===== src/rtl/regfile_wb_sched.sv =====
// Write-back scheduler: round-robin arbitration of NREQ producers onto the single regfile
// write port (registered, latency 1), plus a busy scoreboard of reserved destinations.
module regfile_wb_sched #(
  parameter int NREQ = 3,
  parameter int AW   = 5,
  parameter int DW   = 32
) (
  input  logic                 clk,
  input  logic                 reset,
  input  logic [NREQ-1:0]      req_valid,
  output logic [NREQ-1:0]      req_ready,
  input  logic [NREQ*AW-1:0]   req_wa,
  input  logic [NREQ*DW-1:0]   req_wd,
  input  logic                 rsv_valid,
  input  logic [AW-1:0]        rsv_wa,
  output logic                 rsv_ready,
  output logic [(2**AW)-1:0]   busy,
  output logic                 rf_we,
  output logic [AW-1:0]        rf_wa,
  output logic [DW-1:0]        rf_wd
);

  localparam int PW = (NREQ > 1) ? $clog2(NREQ) : 1;

  logic [PW-1:0]       ptr_q;
  logic [(2**AW)-1:0]  busy_q, busy_d;
  logic                rf_we_q;
  logic [AW-1:0]       rf_wa_q;
  logic [DW-1:0]       rf_wd_q;

  logic [NREQ-1:0]     gnt;
  logic [PW-1:0]       gnt_idx;
  logic                gnt_vld;
  logic [PW-1:0]       cand;
  logic [AW-1:0]       sel_wa;
  logic [DW-1:0]       sel_wd;
  logic                clr_vld;

  // Scan starts one past the last winner, so the last winner has lowest priority.
  always_comb begin
    gnt     = '0;
    gnt_idx = '0;
    gnt_vld = 1'b0;
    cand    = '0;
    for (int k = 1; k <= NREQ; k++) begin
      cand = PW'((int'(ptr_q) + k) % NREQ);
      if (!gnt_vld && !reset && req_valid[cand]) begin
        gnt_vld = 1'b1;
        gnt_idx = cand;
      end
    end
    gnt[gnt_idx] = gnt_vld;
  end

  assign req_ready = gnt;
  assign sel_wa    = req_wa[int'(gnt_idx)*AW +: AW];
  assign sel_wd    = req_wd[int'(gnt_idx)*DW +: DW];
  assign clr_vld   = gnt_vld && (sel_wa != '0);

  // A reservation may ride on a clear of the same register in this cycle.
  assign rsv_ready = rsv_valid && !reset &&
                     ((rsv_wa == '0) || !busy_q[rsv_wa] || (clr_vld && (sel_wa == rsv_wa)));

  always_comb begin
    busy_d = busy_q;
    if (clr_vld)
      busy_d[sel_wa] = 1'b0;
    if (rsv_ready && (rsv_wa != '0))
      busy_d[rsv_wa] = 1'b1;
    busy_d[0] = 1'b0;
  end

  always_ff @(posedge clk or posedge reset) begin
    if (reset) begin
      ptr_q   <= PW'(NREQ - 1);
      busy_q  <= '0;
      rf_we_q <= 1'b0;
      rf_wa_q <= '0;
      rf_wd_q <= '0;
    end else begin
      busy_q  <= busy_d;
      rf_we_q <= clr_vld;
      if (gnt_vld) begin
        ptr_q   <= gnt_idx;
        rf_wa_q <= sel_wa;
        rf_wd_q <= sel_wd;
      end
    end
  end

  assign busy  = busy_q;
  assign rf_we = rf_we_q;
  assign rf_wa = rf_wa_q;
  assign rf_wd = rf_wd_q;

endmodule


===== config.mk =====
export PLATFORM = sky130hd
export DESIGN_NAME = regfile_wb_sched
export DESIGN_NICKNAME = d
export VERILOG_FILES = /design/src/rtl/regfile_wb_sched.sv
export SDC_FILE = /design/constraint.sdc
export NUM_CORES = 1
export LEC_CHECK = 0
export CORE_ASPECT_RATIO = 1.2
export CORE_MARGIN = 1.5
export CORE_UTILIZATION = 47
export CTS_CLUSTER_SIZE = 40
export DETAILED_ROUTE_END_ITERATION = 10
export PLACE_DENSITY = 0.95
export SYNTH_ARGS = -nofsm -noshare
export SYNTH_HDL_FRONTEND = slang
export SYNTH_SLANG_ARGS = --single-unit

===== constraint.sdc =====
create_clock -name clk -period 7.2 [get_ports clk]
set_clock_uncertainty 0.05 [all_clocks]
set_input_delay 0.72 -clock clk [delete_from_list [all_inputs] [get_ports clk]]
set_output_delay 0.72 -clock clk [all_outputs]
set_load 0.03 [all_outputs]

==> results of run 1 <==
==> cells in the mapped netlist (all sizes together) (4+ instances only) <==
cell	instances	area share, %
nor3	7	0.76
a21oi	25	2.7
o31ai	7	1.1
and4	4	0.81
dfrtp	70	38
o21ai	45	4.9
o311ai	29	6.2
a22o	14	2.7
nand2	62	5.2
o41ai	5	0.95
a222oi	13	2.8
nand3	46	5.0
buf	16	2.5
a221o	6	1.3
inv	9	0.73
nand4	29	3.9
clkbuf	39	3.2
or3	7	0.95
mux4	7	3.4
nand2b	5	0.84
nor2	10	0.81
and3	6	0.81
==> logic make-up (layout without fill, tap and decap cells) <==
family	after synthesis	after routing	share of synthesized area (%)
xor gates and xnor gates	1	1	0.190
and+or+nand+nor	191	191	21.8
other	1	1	0.0813
AOI/OAI and AO/OA	169	169	27.9
DFF	71	71	38.5
adders and majority gates	3	3	0.814
muxes	10	10	4.18
buffers and inverters	65	228	6.54
==> critical path: stages <==
cell and delay, ns:
clkdlybuf4s50_1 0.62, nand2b_1 0.14, a32o_1 0.34, a211oi_2 0.65, inv_2 0.14, a211o_1 0.37
nor2_1 0.61, nand2_1 0.26, o2111ai_1 0.34, a21oi_1 0.13, clkdlybuf4s50_1 0.61
==> where the power goes <==
group | total, W | switching (W) | leakage (nW) | internal, W
Clock | 0.000486 | 0.000179 | 0.157 | 0.000307
Sequential | 0.000740 | 0.000145 | 0.886 | 0.000595
Combinational | 0.00202 | 0.00125 | 1.57 | 0.000769
Total | 0.00325 | 0.00158 | 2.61 | 0.00167
==> final timing paths <==
path / endpoint / slack (ns) / cells after the start
worst max-delay path: rsv_ready / 1.51 / 11
worst min-delay path: rf_wa[0] / 0.43 / 2
worst max register to register: busy[10] / 2.91 / 10
worst min register to register: rf_wa[0] / 0.43 / 2
max in group asynchronous: busy[30] / 5.17 / 3
min in group asynchronous: busy[2] / 0.80 / 2
==> cell type report <==
cell class	count	area, sq um
Multi-Input combinational cell	375	2550
Sequential cell	71	1780
Fill cell	710	2670
Clock buffer	9	225
Timing Repair Buffer	202	2000
Clock inverter	7	103
Tap cell	123	154
Inverter	10	37.5
==> sequential cells by signal, indices dropped and copies added (netlist names) <==
register	count
rf_wa	5
busy	31
rf_wd	32
rf_we	1
ptr_q	2
==> layer usage <==
| layer | wire [um] | track usage, % |
|---|---|---|
| met4 | 796 | 17.0 |
| met2 | 8660 | 54.8 |
| met5 | 0 | 0 |
| met3 | 1980 | 10.2 |
| met1 | 6100 | 39.2 |
==> cells in the final DEF, fill, tap and decap left out, types with 7 or more instances in the layout <==
cell,count
buf_4,8
dfrtp_1,70
clkdlybuf4s50_1,194
o311ai_1,25
a222oi_1,13
mux4_2,7
clkbuf_16,9
nand2_1,61
nor2_1,9
inv_1,7
nor3_1,7
or3_1,7
o21ai_0,43
nand4_1,29
o31ai_1,7
nand3_1,46
a21oi_1,25
a22o_1,14
==> per-stage QoR <==
step                instance area [sq um]  worst slack, ns  hold slack [ns]  total power [W]
finish                               6850             1.51            0.432          0.00325
global route                         6850             1.32            0.461          0.00342
CTS                                  6850             1.62            0.437          0.00323
detailed placement                   6520             1.67            0.424          0.00272
global placement                     6520             1.90            0.412          0.00267
floorplan                            4610             1.98            0.445          0.00199
==> summary by stage, run 1 <==
GRT
The maximum number of pins on one net before global-route repair is 75. The number of global-route vias before repair came to 5243. The aggregate global routing overflow is 0. The first global-routing pass estimated 27300 um of wire. The global-route total usage across every layer is 33.5%. The initial antenna violation count was 0.

Synthesis
The async set or reset register ratio after synthesis is 100%. The part of the Yosys area used for sequential elements is 38.5%. The predominant post-synthesis flop cell is dfrtp_1. The post-synthesis sequential element count is 71. Counting every instance in the synthesized netlist gives 511. The mean instance size in the synthesized netlist is 9.03 sq um. The synthesized net count is 636. The distinct cell type count after synthesis is 67. The cell area that synthesis handed to floorplanning was 0.00461 sq mm. Yosys mapped a number of flops with a built-in enable equal to 0.

The warning count from the yosys run is 0.

Hold path
The min-delay analysis places its worst path in the category reg2reg. The startpoint identified for the worst hold timing path is rf_wa[0].

Worst setup path
At the worst endpoint, the required time is 6.43 ns. The type of the worst setup path is in2out. The worst register-to-register path begins at ptr_q[1]. The maximum net fanout on the critical path is 13. The kind of end point of the critical path is an output port. The launching element type of the critical path is a primary input. The arrival time of the worst setup path is 4.92 ns. In this run the worst setup path begins at req_valid[2].

STA
The minimum clock period after layout is 5.69 ns. The normalized max-slew margin is 22.9%. For the pin with the worst max-slew slack, the measured transition is 1.15 ns. The count of final hold-check violations is 0. The maximum frequency from static timing analysis is 176 MHz. Setup repair after global routing left no endpoint under its margin. The setup violation total in the final timing report is 0.

The number of max-slew violations in the final report was 0. The final cycle utilization of the critical path is 79.1%. The total negative setup slack is 0 ns.

Place
The count of input and output buffers is 194. Counting tap cells, the placed design contains a total of 781 instances. At the end of routability-driven placement, the weighted congestion stood at 1.07.

Detailed placement finished with a half-perimeter wire length of 12500 um.

Clock network
The quantity of gates resized following cts is 0. The clock reaches the later pin of the worst-skew pair after 0.34 ns. In this run, CTS created clock tree buffers numbering 9. The tree is rooted in a clkbuf_16. TritonCTS built the clock tree.

CTS built an H-tree with a depth of 3. The post-CTS setup buffer count is 0. Clock-pin slew was measured on the worst setup and hold paths at 0.05 ns. The maximum clock insertion buffer count is 2. After clock tree synthesis, the flow added hold-fix buffers numbering 0.

For this design, the sink count on the clock tree is 71.

Route
The routed layout has 5298 vias. The number of vias per cell after detailed routing is 6.65. The count of nets left with antenna violations once routing finished came out at 0. Wires add up to 17500 um. In the final routed layout, each cell accounts on average for 22.0 um. The number of optimization iterations in the first detailed-route pass is 7.

The DRC violations left is 0. The number of violations reported at the end of detailed-routing iteration 0 is 411.

Floorplan
The initial core utilization is 48.5%. From bottom edge to top edge, the die measures 112 um. The core area is 0.00952 sq mm.

The floorplan step set the die width to 93.4 um. Pin placement for this block handled 196 I/O pins. The full die area is 0.0104 sq mm. The row count is 39.

Run status
The run finished with clean final reports.

Cells and area
The antenna diode instance count is 0. The share of final-layout standard cells stronger than drive strength 1 is 7.42%. The area growth from synthesis to layout is 48.4%. The final design utilization is 72.0%. The layout net count is 794. Once layout is complete, the cells apart from fillers number 797.

Run
Across the run, the number of max-cap violations was 0.

Power
The worst ir drop on vdd is 0.242 mV. Summed over all cells, the static leakage comes to 2.61 nW. The ratio of total power to cell area is 474 mW/mm^2.
(Power assumes the default switching activity.)
==> inputs of run 2 (changes only) <==
- CORE_UTILIZATION: 47 -> 39
- PLACE_DENSITY: 0.95 -> 0.88
- clock period: 7.2 -> 5.1 ns (I/O delays scaled with it)
==> run 2 against run 1 <==
Against the previous run: critical path depth unchanged; routed wire length up 2.9%; critical path type is now reg2out; largest cell class unchanged; register-to-register slack worse by 2.0 ns; critical endpoint unchanged; worst hold slack better by 0.0034 ns.
==> summary by stage, run 2 (synthesized netlist as in run 1, its figures left out) <==
Cells and area
The antenna diode instance count is 0. For this run, the post-layout net count is 802. The filler cell count in the final layout is 951. The number of flip-flops in the largest register is 32. Excluding fillers, the count of instances in the completed layout stands at 839. The multi-input gate area in the final layout is 0.00254 sq mm.

Leaving out fill and tap cells, the most frequent cells in the layout are clkdlybuf4s50_1 (192), dfrtp_1 (70), nand2_1 (61). The post-route netlist has 8.50% of its cells at a drive strength greater than 1. Registers take 0.00178 sq mm. Compared with the post-synthesis result, the final layout area differs by 51.5%. The most common cell after layout, fill and taps aside is clkdlybuf4s50_1.

Power
For this design the total switching power over the nets is 0.00222 W. The internal portion of the total power is 0.00248 W. The fraction of power spent switching nets is 47.2%. In this run the static leakage power is 2.68 nW. The worst ir drop on vdd is 0.312 mV. The share of power burned in the clock network is 16.7%. The relative contribution of sequential cells to total power is 22.2%.

The share of total power in combinational logic is 61.2%. Power spread over the standard cell area amounts to 674 mW/mm^2.

Worst setup path
The worst register-to-register path begins at ptr_q[1]. For this run, the slowest stage of the critical path takes 0.59 ns. The signal on the critical path passes through inv_1, ha_1, nand2b_4, a32oi_1, nand4_1, a32oi_1, a21oi_1, nor4b_2, o2111ai_1, a21oi_1, buf_4.

The slowest stage of the critical path belongs to the cell a32oi_1. For flop-to-flop paths, the worst setup slack is 0.88 ns. The arrival time of the worst setup path is 4.05 ns.

For the worst setup path, the data required time is 4.54 ns. The worst setup path is launched from a flip-flop. The maximum net fanout on the critical path is 9. The kind of end point of the critical path is an output port. For the worst flop-to-flop path, the logic depth is 12. The capture instance of the worst register-to-register path is rf_wd[7]. The setup path with the least slack is of type reg2out.

Clock network
TritonCTS built the clock tree. The quantity of gates resized following cts is 0. Buffers added to address setup during post-CTS repair amount to 0. The clock transition time at the flip-flop clock pins of the worst setup and hold paths is 0.06 ns.

In this run the deepest clock path goes through 2 buffers. The total number of clock tree sinks is 71. The buffer type at the clock tree root is clkbuf_16.

In this run the number of H-tree levels came out at 3. The later pin in the worst-skew pair is clocked with a latency of 0.34 ns. The post-cts hold buffer count is 0.

The number of buffers created by CTS is 9.

GRT
The aggregate global routing overflow is 0. The initial antenna violation count was 0. Entering global routing, the biggest net connects 61 pins. Global routing consumed, over all layers together, 28.5% of the routing resources. The number of global-route vias before repair was 5190. The first global-routing pass estimated 27100 um of wire.

STA
The total negative setup slack is 0 ns. The minimum clock period after layout is 4.61 ns. The number of max-slew violations in the final report is 0. The setup violation total in the final timing report is 0. The maximum frequency from static timing analysis is 217 MHz. Setup repair after global routing left no endpoint under its margin. In this run the tightest slew margin relative to its limit is 32.3%. The worst path uses 90.4% of the clock period.

For the pin with the worst max-slew slack, the measured transition is 1.01 ns. The count of final hold-check violations is 0.

Hold path
The class of the tightest hold or removal check is reg2reg. The cell count of the worst hold path is 2. For hold timing, the worst endpoint is rf_wd[24]. In this run the most critical hold path is launched from rf_wd[24].

Floorplan
In this run the core area contains 43 standard-cell rows. The core region is 0.0116 sq mm. The number of I/O pins is 196. The die covers 0.0125 sq mm. Measured along the y axis, the die boundary spans 122 um. The width of the die is 102 um. Once the floorplan was initialized, standard cells occupied 39.9% of the core.

Run status
The flow ran to the end, and the final reports show no timing, DRC or antenna violations.

Place
The count of input and output buffers is 194. The half-perimeter wire length after placement is 13000 um. After detailed placement, the design holds a cell count of 823. At the end of routability-driven placement, the weighted congestion stood at 0.974.

Route
The number of vias per cell after detailed routing is 6.24. The total wire length after detailed routing is 18000 um. The DRC violations left is 0. The number of vias after detailed routing is 5232. The number of nets still failing antenna checks after routing is 0. The first detailed-routing pass ran for 6 iterations. After detailed routing, the average wire length per cell comes to 21.5 um. The number of violations reported at the end of detailed-routing iteration 0 is 493.

Run
The tool flagged a number of max-cap violations equal to 0.
==> run 2: area by class of cell <==
type,count,area share [%]
Tap cell,157,2.81
Inverter,10,0.555
Multi-Input combinational cell,375,36.4
Clock buffer,11,3.47
Clock inverter,5,1.84
Sequential cell,71,25.4
Timing Repair Buffer,210,29.4
==> run 2: worst max-delay path: cells and delay by family (launching register included) <==
kind                     cells  cell delay (ns)
AND/OR/NAND/NOR              3             0.99
flip-flops                   1             0.55
AO/OA/AOI/OAI                5             1.62
adder cells (fa/ha/maj)      1             0.29
buffers and inverters        2             0.24
==> run 2: worst max path at each step <==
stage / start / end / slack, ns / cells after the start
6_report: ptr_q[1] / rsv_ready / 0.49 / 11
5_1_grt: ptr_q[1] / rsv_ready / 0.06 / 11
4_1_cts: ptr_q[1] / rsv_ready / 0.53 / 11
3_5_place_dp: req_valid[0] / rsv_ready / 0.70 / 10
3_3_place_gp: req_valid[0] / rsv_ready / 0.79 / 10
2_1_floorplan: reset / rsv_ready / 0.30 / 7
==> run 2: per-layer routing <==
metal  wire length (um)  vias up  global-route usage (%)
met3               1970       40                    8.49
met2               8890      338                    48.1
li1                   -     2333                       -
met1               6740     2521                    33.3
met5                  0        -                       0
met4                453        0                    12.6
==> run 2: power by group through the flow <==
stage	logic [W]	clock network (W)	registers [W]
floorplan	0.00131	0	0.00150
global placement	0.00279	0	0.00104
detailed placement	0.00284	0	0.00105
CTS	0.00285	0.000798	0.00104
global route	0.00307	0.000821	0.00107
finish	0.00288	0.000785	0.00104
==> run 2: per-stage QoR <==
stage | total power, W | util, % | hold WS [ns] | instance area [sq um] | worst slack, ns
after floorplan | 0.00281 | - | 0.445 | 4610 | 0.302
after global placement | 0.00383 | 57.2 | 0.416 | 6620 | 0.794
after detailed placement | 0.00388 | 57.2 | 0.420 | 6620 | 0.696
after CTS | 0.00469 | 60.4 | 0.433 | 6990 | 0.530
after global routing | 0.00496 | 60.4 | 0.463 | 6990 | 0.0610
final | 0.00471 | 60.4 | 0.435 | 6990 | 0.490
